### config.mk
export PLATFORM = sky130hd
export DESIGN_NAME = rdata_chan_mngr
export DESIGN_NICKNAME = d
export VERILOG_FILES = /design/src/rtl/rdata_chan_mngr.sv
export SDC_FILE = /design/constraint.sdc
export NUM_CORES = 1
export LEC_CHECK = 0
export BUFFER_PORTS_ARGS = -buffer_cell sky130_fd_sc_hd__buf_4
export CORE_MARGIN = 5
export CORE_UTILIZATION = 52
export CTS_CLUSTER_DIAMETER = 80
export DETAILED_ROUTE_END_ITERATION = 16
export GPL_ROUTABILITY_DRIVEN = 0
export PLACE_DENSITY = 0.8
export SETUP_SLACK_MARGIN = 0.1
export SLEW_MARGIN = 25
export SYNTH_ARGS = -nofsm -noshare
export SYNTH_HDL_FRONTEND = slang
export SYNTH_SLANG_ARGS = --single-unit
export TNS_END_PERCENT = 5
### constraint.sdc
create_clock -name clk -period 2.2 [get_ports clk]
set_clock_uncertainty 0.15 [all_clocks]
set_input_delay 0.33 -clock clk [delete_from_list [all_inputs] [get_ports clk]]
set_output_delay 0.33 -clock clk [all_outputs]
set_load 0.01 [all_outputs]
### src/rtl/rdata_chan_mngr.sv
`default_nettype none
// ---------------------------------------------------------------------------
// rdata_chan_mngr : manager-side R-channel receiver, 4x32-bit burst -> 128-bit word
// Optional stall timeout: define RDAT_M_TIMEOUT_EN.   Rev 1.0
// ---------------------------------------------------------------------------
module rdata_chan_mngr #(
   parameter int unsigned TO_CYCLES = 16
) (
   input  logic           clk,
   input  logic           rst_n,
   input  logic           rvalid,
   output logic           rready,
   input  logic [3:0]     rid,
   input  logic [31:0]    rdata,
   input  logic           rlast,
   input  logic           rdata_m_start,
   input  logic [3:0]     rdata_m_exp_id,
   output logic           rdata_m_valid,
   output logic [127:0]   rdata_m_data,
   output logic [3:0]     rdata_m_id,
   output logic           rdata_m_err,
   input  logic           rdata_m_ack,
   output logic           rdata_m_busy
`ifdef RDAT_M_TIMEOUT_EN
   ,
   output logic           rdata_m_timeout
`endif
);

   typedef enum logic [1:0] {
      MIDLE = 2'b00,
      MRECV = 2'b01,
      MFULL = 2'b10,
      MDEFO = 2'b11
   } state_t;

   if ((TO_CYCLES < 1) || (TO_CYCLES > 65535)) begin : g_to_range_err
      $error("rdata_chan_mngr: TO_CYCLES must be within 1..65535");
   end

   state_t         state_q, state_d;
   logic [127:0]   buf_q, buf_d;
   logic [3:0]     id_q, id_d;
   logic           err_q, err_d;
   logic [1:0]     cnt_q, cnt_d;
   logic           w_beat;
   logic           w_setup;

`ifdef RDAT_M_TIMEOUT_EN
   localparam logic [15:0] TO_LAST = 16'(TO_CYCLES - 1);
   logic [15:0]    stall_q, stall_d;
   logic           to_q, to_d;
   assign rdata_m_timeout = to_q;
`endif

   assign rready        = (state_q == MRECV);
   assign rdata_m_valid = (state_q == MFULL);
   assign rdata_m_busy  = (state_q != MIDLE);
   assign rdata_m_data  = buf_q;
   assign rdata_m_id    = id_q;
   assign rdata_m_err   = err_q;

   assign w_beat  = rvalid & rready;
   // A new transaction starts from idle, or straight out of MFULL when ack and start coincide
   assign w_setup = rdata_m_start &
                    ((state_q == MIDLE) || ((state_q == MFULL) && rdata_m_ack));

   always_comb begin
      state_d = state_q;
      buf_d   = buf_q;
      id_d    = id_q;
      err_d   = err_q;
      cnt_d   = cnt_q;
`ifdef RDAT_M_TIMEOUT_EN
      stall_d = stall_q;
      to_d    = to_q;
`endif
      case (state_q)
         MIDLE: begin
            if (rdata_m_start) state_d = MRECV;
         end
         MRECV: begin
            if (w_beat) begin
               buf_d[{cnt_q, 5'd0} +: 32] = rdata;
               if (rid != id_q) err_d = 1'b1;
`ifdef RDAT_M_TIMEOUT_EN
               stall_d = 16'd0;
`endif
               if (cnt_q == 2'd3) begin
                  state_d = MFULL;
                  if (!rlast) err_d = 1'b1;
               end else begin
                  cnt_d = cnt_q + 2'd1;
                  if (rlast) begin
                     state_d = MFULL;
                     err_d   = 1'b1;
                  end
               end
            end
`ifdef RDAT_M_TIMEOUT_EN
            else if (stall_q == TO_LAST) begin
               state_d = MFULL;
               err_d   = 1'b1;
               to_d    = 1'b1;
            end else begin
               stall_d = stall_q + 16'd1;
            end
`endif
         end
         MFULL: begin
            if (rdata_m_ack) begin
               state_d = rdata_m_start ? MRECV : MIDLE;
`ifdef RDAT_M_TIMEOUT_EN
               to_d    = 1'b0;
`endif
            end
         end
         default: state_d = MDEFO;
      endcase

      if (w_setup) begin
         id_d  = rdata_m_exp_id;
         buf_d = '0;
         err_d = 1'b0;
         cnt_d = 2'd0;
`ifdef RDAT_M_TIMEOUT_EN
         stall_d = 16'd0;
         to_d    = 1'b0;
`endif
      end
   end

   always_ff @(posedge clk or negedge rst_n) begin
      if (!rst_n) begin
         state_q <= MIDLE;
         buf_q   <= '0;
         id_q    <= '0;
         err_q   <= 1'b0;
         cnt_q   <= 2'd0;
`ifdef RDAT_M_TIMEOUT_EN
         stall_q <= 16'd0;
         to_q    <= 1'b0;
`endif
      end else begin
         state_q <= state_d;
         buf_q   <= buf_d;
         id_q    <= id_d;
         err_q   <= err_d;
         cnt_q   <= cnt_d;
`ifdef RDAT_M_TIMEOUT_EN
         stall_q <= stall_d;
         to_q    <= to_d;
`endif
      end
   end

endmodule
`default_nettype wire

Word-level counts from Yosys, hierarchy flattened
Index checks and enable logic that the tools add are counted.
- $add $sub $neg: 2
- equality and inequality tests: 9
- shift-type cells: 2
- mux-type cells: 22
- bitwise logic cells: 2
- reduce and logical (&&, ||, !) cells: 9
- operators with widths (cell ; number):
    2-to-1 mux 128 bit ; 3
    bitwise mux 128 bit ; 1
    variable shift 32 x 9 -> 128 bit, first input constant ; 1
    indexed part select 32 x 9 -> 128 bit ; 1
    2-to-1 mux 2 bit ; 9
    negator 7 -> 9 bit ; 1
    2-to-1 mux 1 bit ; 8
    case mux 2 bit (3 select lines) ; 1
    nonzero test 2 bit ; 3
    == test 2 bit, second input constant ; 2
    != test 2 x 1 -> 1 bit, second input constant ; 2
    != test 2 bit, second input constant ; 2
    != test 4 bit ; 1
    AND reduction 4 bit ; 1
    != test 3 x 1 -> 1 bit, second input constant ; 1
    AND reduction 3 bit ; 1
    adder 2 x 1 -> 2 bit, second input constant ; 1
    AND 1 bit ; 2
    == test 2 x 1 -> 1 bit, second input constant ; 1
    logical NOT 2 bit ; 1
    AND reduction 2 bit ; 1
    logical AND 1 bit ; 1
    logical OR 1 bit ; 1
- register bits: 137
- input bits: 46
- output and inout bits: 136
- word-level logic and storage cells: 51

Depth between registers and ports, before layout
Gate-level depths: netlist (run 1).
- depth after elaboration: 7
- depth in mapped cells: 8
- depth with buffers taken out: 5

Worst setup path after synthesis (run 1)
No wires, ideal clock.
- kind: register -> register
- start: reg cnt_q[0]
- end: reg buf_q[103] (netlist: rdata_m_data[103])
- library setup time: 0.079 ns
- data arrival time: 1.709 ns
- data required time: 1.971 ns
- setup slack: 0.262 ns
- stages on the path, launching flop included: 8
- path buffers: 2
- period minus slack after synthesis: 1.938 ns
- path through: dfrtp_1 > inv_1 > ha_1 > and4bb_2 > clkbuf_1 > buf_2 > o211ai_1 > mux2i_1
- word-level cells in the longest chain between the ends: 6
- elaborated cells between the ends (all ways): 7
- those cells by class: 1 x add/sub; 2 x shift; 4 x mux
- ends and longest elaborated chain (item ; RTL line ; RTL):
    start, declared ; 45 ; logic [1:0] cnt_q, cnt_d;
    start signal, assigned ; 149 ; cnt_q <= cnt_d;
    negator 7 -> 9 bit (*) ; 84 ; buf_d[{cnt_q, 5'd0} +: 32] = rdata;
    indexed part select 32 x 9 -> 128 bit or variable shift 32 x 9 -> 128 bit (tied branches) ; 84 ;
    bitwise mux 128 bit (*) ; 84 ;
    2-to-1 mux 128 bit (*) ; 83 ; if (w_beat) begin
    2-to-1 mux 128 bit (*) ; 78 ; case (state_q)
    2-to-1 mux 128 bit (*) ; 121 ; if (w_setup) begin
    end signal, assigned ; 146 ; buf_q <= buf_d;
    end, declared ; 42 ; logic [127:0] buf_q, buf_d;
Mark *: on every way between the ends. The rest lies on a longest branch, timed or not. The select of a mux whose other input is x is not followed.
A chain may end at the register's enable or synchronous reset.

Worst setup path after layout (run 1)
- start: reg state_q[0]
- end: reg buf_q[113] (netlist: rdata_m_data[113])
- word-level cells in the longest chain between the ends: 6
- elaborated cells between the ends (all ways): 11
- those cells by class: 2 x eq/ne; 1 x mux; 2 x bitwise; 6 x reduce/logical
- ends and longest elaborated chain (item ; RTL line ; RTL):
    start, declared ; 41 ; state_t state_q, state_d;
    start signal, assigned ; 145 ; state_q <= state_d;
    == test 2 bit ; 66 ; ((state_q == MIDLE) || ((state_q == MFULL) && rdata_m_ack));
    logical AND 1 bit ; 66 ;
    logical OR 1 bit ; 66 ;
    AND 1 bit ; 65 ; assign w_setup = rdata_m_start &
    nonzero test 2 bit (no source line) ; - ;
    AND reduction 2 bit (no source line) ; - ;
Several ways; a longest one is shown, not always the timed one.

==> results.md, run 1 <==
- Core ar.: 11900 um2
- Top-area cell type share of the netlist area: 55.0%
- Pre-CTS WS: 0.0383 ns
- DR pass1 iterations: 5
- Critical-path maximum fanout: 15
- Slew @ Worst Pin: 0.928 ns
- Setup violations, final: 0
- Worst Hold Class: primary input to flip-flop
- # rows: 40
- Tmin final: 2.08 ns
- CTS tree: done
- Static leakage: 3.98 nW
- Peak supply drop: 0.000788 V
- CP bufs+invs: 1
- CTS max path bufs: 2
- Clock Tree Root: clkbuf_16
- Worst setup path end: rdata_m_data[113]
- Clock group share of total power: 30.6%
- Initial Util: 52.5%
- Global-route wire length before repair: 28.5 mm
- Cell taking the most area after synthesis: dfrtp_1
- Clock Pin Slew Worst Setup and Hold Paths: 0.05 ns
- Post CTS Setup Buffer Count: 0
- ANT cells: 0
- Drt wl/cell: 21.7 um
- Die area: 14300 um2
- Unrepaired setup endpoints after global routing: true
- Flops & latches, synth: 137
- Routed wire length: 18.3 mm
- Flop pwr share: 37.2%
- Routed Antenna Nets: 0
- Slowest cell on crit path: dfrtp_1
- Stages on worst setup path: 4
- Global-route usage over all layers: 25.5%
- Final Hold Vio Count: 0
- Number of synthesized flops with an enable pin: 0
- Sequential fraction of the synthesis area: 55.0%
- CTS H-tree lvls: 4
- I/O pin cnt: 182
- Fin worst setup slack: 0.120 ns
- Slew Limit Headroom: 37.7%
- Critical Path End Type: flip-flop
- Post-Syn Area: 6230 um2
- Final Cycle Share: 94.5%
- Critical Path AT: 2.26 ns
- Initial antenna violation count: 0
- Via Count: 5093
- Req. time, crit path: 2.38 ns
- Crit path cell chain: nor2b_2 -> a22o_2 -> buf_12 -> mux2i_1
- Setup crit start: state_q[0]
- Post-synth top cells: dfrtp_1, inv_1, o211ai_1
- CTS Sinks: 137
- Die Wd: 119 um
- Final TNS setup: 0 ns
- Largest stage delay on the critical path: 0.49 ns
- Max Clock Freq: 0.481 GHz
- Synth Net Count: 563
- GR Overflow Total: 0
- R2R Setup Slk: 0.12 ns
- Most frequent cell after synthesis: dfrtp_1
- R2R Path End: rdata_m_data[113]
- Nets: 740
- Startpoint class of the critical path: flip-flop
- Comb pwr share: 32.2%
- Ranking of synthesized cells by area: dfrtp_1, a32o_1, o211ai_1, mux2i_1, inv_1
- Most common flop cell mapped by yosys: dfrtp_1
- Pwr Density: 976 nW/um2
- Starting DRT DRC Count: 434
- Syn. warnings: 0
- Post-synthesis cell count: 511
- Async SR Flop Fraction: 100%
- Pint: 0.00528 W
- Status: complete, no violations
- Max-slew violation total from the final report: 0
- Average footprint of a synthesized cell: 12.2 um2
- Family with the most delay on the worst path: flip-flops
- Switch Pwr: 0.00277 W
- Sw Ratio: 34.4%
- Clock Latency Late Sink: 0.41 ns
- Unique masters post-synth: 45
- Post-detail-place hpwl: 12.5 mm
- Vias per cell: 6.03
- Layout cells sized above 1: 36.4%
- Area Growth Syn to Fin: 32.2%
- R2r worst-path depth: 4
- Vias in the first global route: 5161
- WS Path Type: flip-flop to flip-flop
- R2r startpoint: state_q[0]
- Die height: 119 um
- Largest net degree at the start of global routing: 52
- IO Port Bufs: 181
- TritonCTS Buffers: 17
- Max-cap viol count: 0
- Number of remaining DRC errors: 0
-- timing repair --
action	CTS	global route
hold buffers	5	0
gates cloned	0	1
setup endpoints to repair	19	35
hold endpoints to repair	51	0
gates resized for setup	1	2
-- layout make-up --
cell class	instances	area [um2]
Clock buffer	25	485
Sequential cell	137	3430
Fill cell	841	3620
Multi-Input combinational cell	252	2210
Clock inverter	4	20.0
Tap cell	147	184
Inverter	67	251
Timing Repair Buffer	213	1660
-- per-layer routing --
metal	track usage (%)	share of wire [%]	vias to the layer above
met2	40.7	49	251
met3	7.41	7.9	28
met1	32.9	41	2561
li1	-	-	2253
met5	0	0	-
met4	9.81	2.1	0
-- flip-flops by register name, summed over array words and instances, names as in the netlist --
| name | count |
|---|---|
| rdata_m_data | 128 |
| cnt_q | 2 |
| rdata_m_err | 1 |
| rdata_m_id | 4 |
| state_q | 2 |
-- layout by cell type, fill, tap and decap left out, drive strengths merged, types with 3 or more instances in the layout --
master	Yosys	routed
dfrtp	137	137
dlygate4sd3	0	5
clkinv	0	4
mux2	4	4
nor2	3	3
buf	43	208
mux2i	32	32
inv	67	67
a32o	61	61
ha	6	6
clkbuf	11	25
nand2	3	3
nand3	3	3
o21ai	6	6
xor2	5	5
o211ai	64	64
a21oi	9	9
o31ai	32	32
-- power by group through the flow --
stage	logic, W	clock network, W	registers [W]
final	0.00259	0.00246	0.00299
after detailed placement	0.00250	0	0.00303
after CTS	0.00254	0.00248	0.00299
after global placement	0.00242	0	0.00301
after global routing	0.00277	0.00259	0.00302
after floorplan	0.00159	0	0.00306
-- worst min-delay path by stage --
stage / start / end / slack, ns / depth (start not counted)
CTS: rdata[1] / rdata_m_data[65] / 0.04 / 2
detailed placement: rst_n / rdata_m_data[99] / 0.16 / 1
floorplan: rst_n / cnt_q[0] / -0.12 / 0
finish: rdata[1] / rdata_m_data[65] / 0.05 / 2
global placement: rst_n / rdata_m_data[99] / 0.15 / 1
global route: rdata[19] / rdata_m_data[19] / 0.05 / 3
-- per-stage QoR --
stage	utilization [%]	cells	power, W	instance area [um2]	hold slack, ns
after floorplan	-	511	0.00465	6230	-0.116
after global placement	64.5	810	0.00544	7660	0.153
after detailed placement	64.5	810	0.00553	7660	0.156
after CTS	69.3	844	0.00801	8220	0.0386
after global routing	69.5	845	0.00838	8240	0.0473
final	69.5	845	0.00804	8240	0.0485
-- cell families (layout without fill, tap and decap cells) --
kind of cell               Yosys count  after routing  synth area share (%)
muxes                               36             36                  5.86
buffers and inverters              123            309                  10.6
adders and majority gates            6              6                  1.20
DFF                                137            137                  55.0
AOI/OAI and AO/OA                  175            176                  23.1
xor gates and xnor gates             5              5                 0.703
and+or+nand+nor                     29             29                  3.55
Note: power is estimated with default switching activity, not from simulation.
==> run 2, diff against run 1 <==
==> constraint.sdc (replaced) <==
create_clock -name clk -period 2.2 [get_ports clk]
set_clock_uncertainty 0.15 [all_clocks]
set_input_delay 0 -clock clk [delete_from_list [all_inputs] [get_ports clk]]
set_output_delay 0 -clock clk [all_outputs]
set_load 0.01 [all_outputs]
==> run 2 against run 1 <==
- maximum frequency decreased by 2.0%
- total power increased by 7.3%
- worst setup slack got worse by 0.042 ns
- sequential power about the same
- clock-buffer cell count unchanged
- combinational power increased by 4%
- critical path type unchanged
- critical endpoint is now rdata_m_data[27]
==> results.md, run 2 (synthesis results as in run 1) <==
- Pwr Density: 983 nW/um2 (was 976 nW/um2)
- Switch Pwr: 0.00286 W (was 0.00277 W)
- I/O pin cnt: 182 (unchanged)
- CTS H-tree lvls: 4 (unchanged)
- CTS tree: done (unchanged)
- Layout cells sized above 1: 35.3% (was 36.4%)
- Met2 Routed Length: 9.95 mm (was 9.04 mm)
- R2r worst-path depth: 5 (was 4)
- Max reg flops: 128 (unchanged)
- Vias in the first global route: 5574 (was 5161)
- Final Hold Vio Count: 0 (unchanged)
- R2R Path End: rdata_m_data[27] (was rdata_m_data[113])
- Post-detail-place hpwl: 12.7 mm (was 12.5 mm)
- Met3 routed WL: 1.58 mm (was 1.44 mm)
- Clock Tree Root: clkbuf_16 (unchanged)
- Max-cap viol count: 0 (unchanged)
- Critical Path AT: 2.23 ns (was 2.26 ns)
- Vias per cell: 6.11 (was 6.03)
- CTS max path bufs: 2 (unchanged)
- Drt wl/cell: 22.1 um (was 21.7 um)
- WS Path Type: flip-flop to flip-flop (unchanged)
- Comb pwr share: 31.3% (was 32.2%)
- Max-slew violation total from the final report: 0 (unchanged)
- Flop pwr share: 34.6% (was 37.2%)
- Clock Latency Late Sink: 0.42 ns (was 0.41 ns)
- Unrepaired setup endpoints after global routing: true (unchanged)
- Area Growth Syn to Fin: 40.9% (was 32.2%)
- Slowest cell on crit path: a21boi_2 (was dfrtp_1)
- Final TNS setup: 0 ns (unchanged)
- Max Clock Freq: 0.471 GHz (was 0.481 GHz)
- Commonest non-fill, non-tap cell in the layout: buf_4 (unchanged)
- Routed wire length: 19.7 mm (was 18.3 mm)
- Metal-1 WL: 7.50 mm (was 7.44 mm)
- Sw Ratio: 33.2% (was 34.4%)
- Global-route usage over all layers: 27.5% (was 25.5%)
- Initial Util: 52.5% (unchanged)
- R2R Setup Slk: 0.08 ns (was 0.12 ns)
- Largest stage delay on the critical path: 0.75 ns (was 0.49 ns)
- Pwr Total: 0.00863 W (was 0.00804 W)
- Global-route wire length before repair: 30.9 mm (was 28.5 mm)
- Pint: 0.00577 W (was 0.00528 W)
- TritonCTS Buffers: 17 (unchanged)
- Highest metal used: met4 (unchanged)
- Req. time, crit path: 2.31 ns (was 2.38 ns)
- Core ar.: 11900 um2 (unchanged)
- Family with the most delay on the worst path: compound AO/OA/AOI/OAI gates (was flip-flops)
- Clock group share of total power: 34.1% (was 30.6%)
- CP bufs+invs: 1 (unchanged)
- Initial antenna violation count: 0 (unchanged)
- # rows: 40 (unchanged)
- Final Cycle Share: 96.5% (was 94.5%)
- Via Count: 5436 (was 5093)
- Routed Antenna Nets: 0 (unchanged)
- Die Wd: 119 um (unchanged)
- Slew Limit Headroom: 36.1% (was 37.7%)
- IO Port Bufs: 181 (unchanged)
- Static leakage: 4.22 nW (was 3.98 nW)
- Largest net degree at the start of global routing: 58 (was 52)
- Final Cell Area: 8780 um2 (was 8240 um2)
- Peak supply drop: 0.000660 V (was 0.000788 V)
- Nets: 782 (was 740)
- Startpoint class of the critical path: flip-flop (unchanged)
- Crit path cell chain: inv_1 -> ha_1 -> nand4b_4 -> a21boi_2 -> o31ai_1 (was nor2b_2 -> a22o_2 -> buf_12 -> mux2i_1)
- Critical Path End Type: flip-flop (unchanged)
- R2r startpoint: cnt_q[1] (was state_q[0])
- Die area: 14300 um2 (unchanged)
- Clock Pin Slew Worst Setup and Hold Paths: 0.06 ns (was 0.05 ns)
- Worst Hold Class: primary input to async pin (was primary input to flip-flop)
- Final Core Density: 74.0% (was 69.5%)
- Setup violations, final: 0 (unchanged)
- Starting DRT DRC Count: 594 (was 434)
- DR pass1 iterations: 5 (unchanged)
- ANT cells: 0 (unchanged)
- Critical-path maximum fanout: 16 (was 15)
- Placed inst area: 7630 um2 (was 7660 um2)
- Slew @ Worst Pin: 0.952 ns (was 0.928 ns)
- Number of remaining DRC errors: 0 (unchanged)
- GR Overflow Total: 0 (unchanged)
- CTS Sinks: 137 (unchanged)
- Most frequent cells in the layout: buf_4, dfrtp_1, inv_1 (unchanged)
- Status: complete, no violations (unchanged)
- Die height: 119 um (unchanged)
- Tmin final: 2.12 ns (was 2.08 ns)
## run 2: routing by layer
layer,vias up,global-route usage [%]
met5,-,0
met4,0,11.7
met3,47,6.55
met2,307,45.0
met1,2735,35.0
li1,2347,-
## run 2: power by group through the flow
stage,Clock (W),Sequential [W],Combinational [W]
6_report,0.00294,0.00299,0.00270
5_1_grt,0.00309,0.00301,0.00289
4_1_cts,0.00297,0.00298,0.00263
3_5_place_dp,0,0.00302,0.00251
3_3_place_gp,0,0.00300,0.00242
2_1_floorplan,0,0.00306,0.00159
## run 2: per-stage QoR
| step | hold WS, ns | setup slack [ns] | instances |
|---|---|---|---|
| 2_1_floorplan | -0.446 | 0.262 | 511 |
| 3_3_place_gp | -0.147 | 0.146 | 807 |
| 3_5_place_dp | -0.136 | 0.0305 | 807 |
| 4_1_cts | 0.0160 | 0.0809 | 885 |
| 5_1_grt | 0.0419 | 0.0501 | 890 |
| 6_report | 0.0280 | 0.0780 | 890 |
## run 2: area by class of cell
type	instances	area (um2)
Inverter	67	251
Clock buffer	25	505
Tap cell	147	184
Timing Repair Buffer	255	2090
Clock inverter	7	113
Multi-Input combinational cell	252	2210
Sequential cell	137	3430
Fill cell	752	3080
## run 2: worst max path at each step
stage | slack, ns | start | endpoint | depth (start not counted)
floorplan | 0.26 | cnt_q[0] | rdata_m_data[103] | 7
global placement | 0.15 | cnt_q[0] | rdata_m_data[70] | 6
detailed placement | 0.03 | cnt_q[0] | rdata_m_data[72] | 6
CTS | 0.08 | cnt_q[1] | rdata_m_data[7] | 5
global route | 0.05 | cnt_q[1] | rdata_m_data[18] | 6
finish | 0.08 | cnt_q[1] | rdata_m_data[27] | 5
## run 2: tightest hold or removal path, delay by kind of cell
family,cells,cell delay [ns]
buf+inv,3,0.98
## run 2: what timing repair did
action	in CTS	in global routing
endpoints found under the setup margin	17	50
hold buffers	46	0
buffers inserted	0	4
hold endpoints to repair	274	0
gates cloned	0	1
resized for setup	1	4
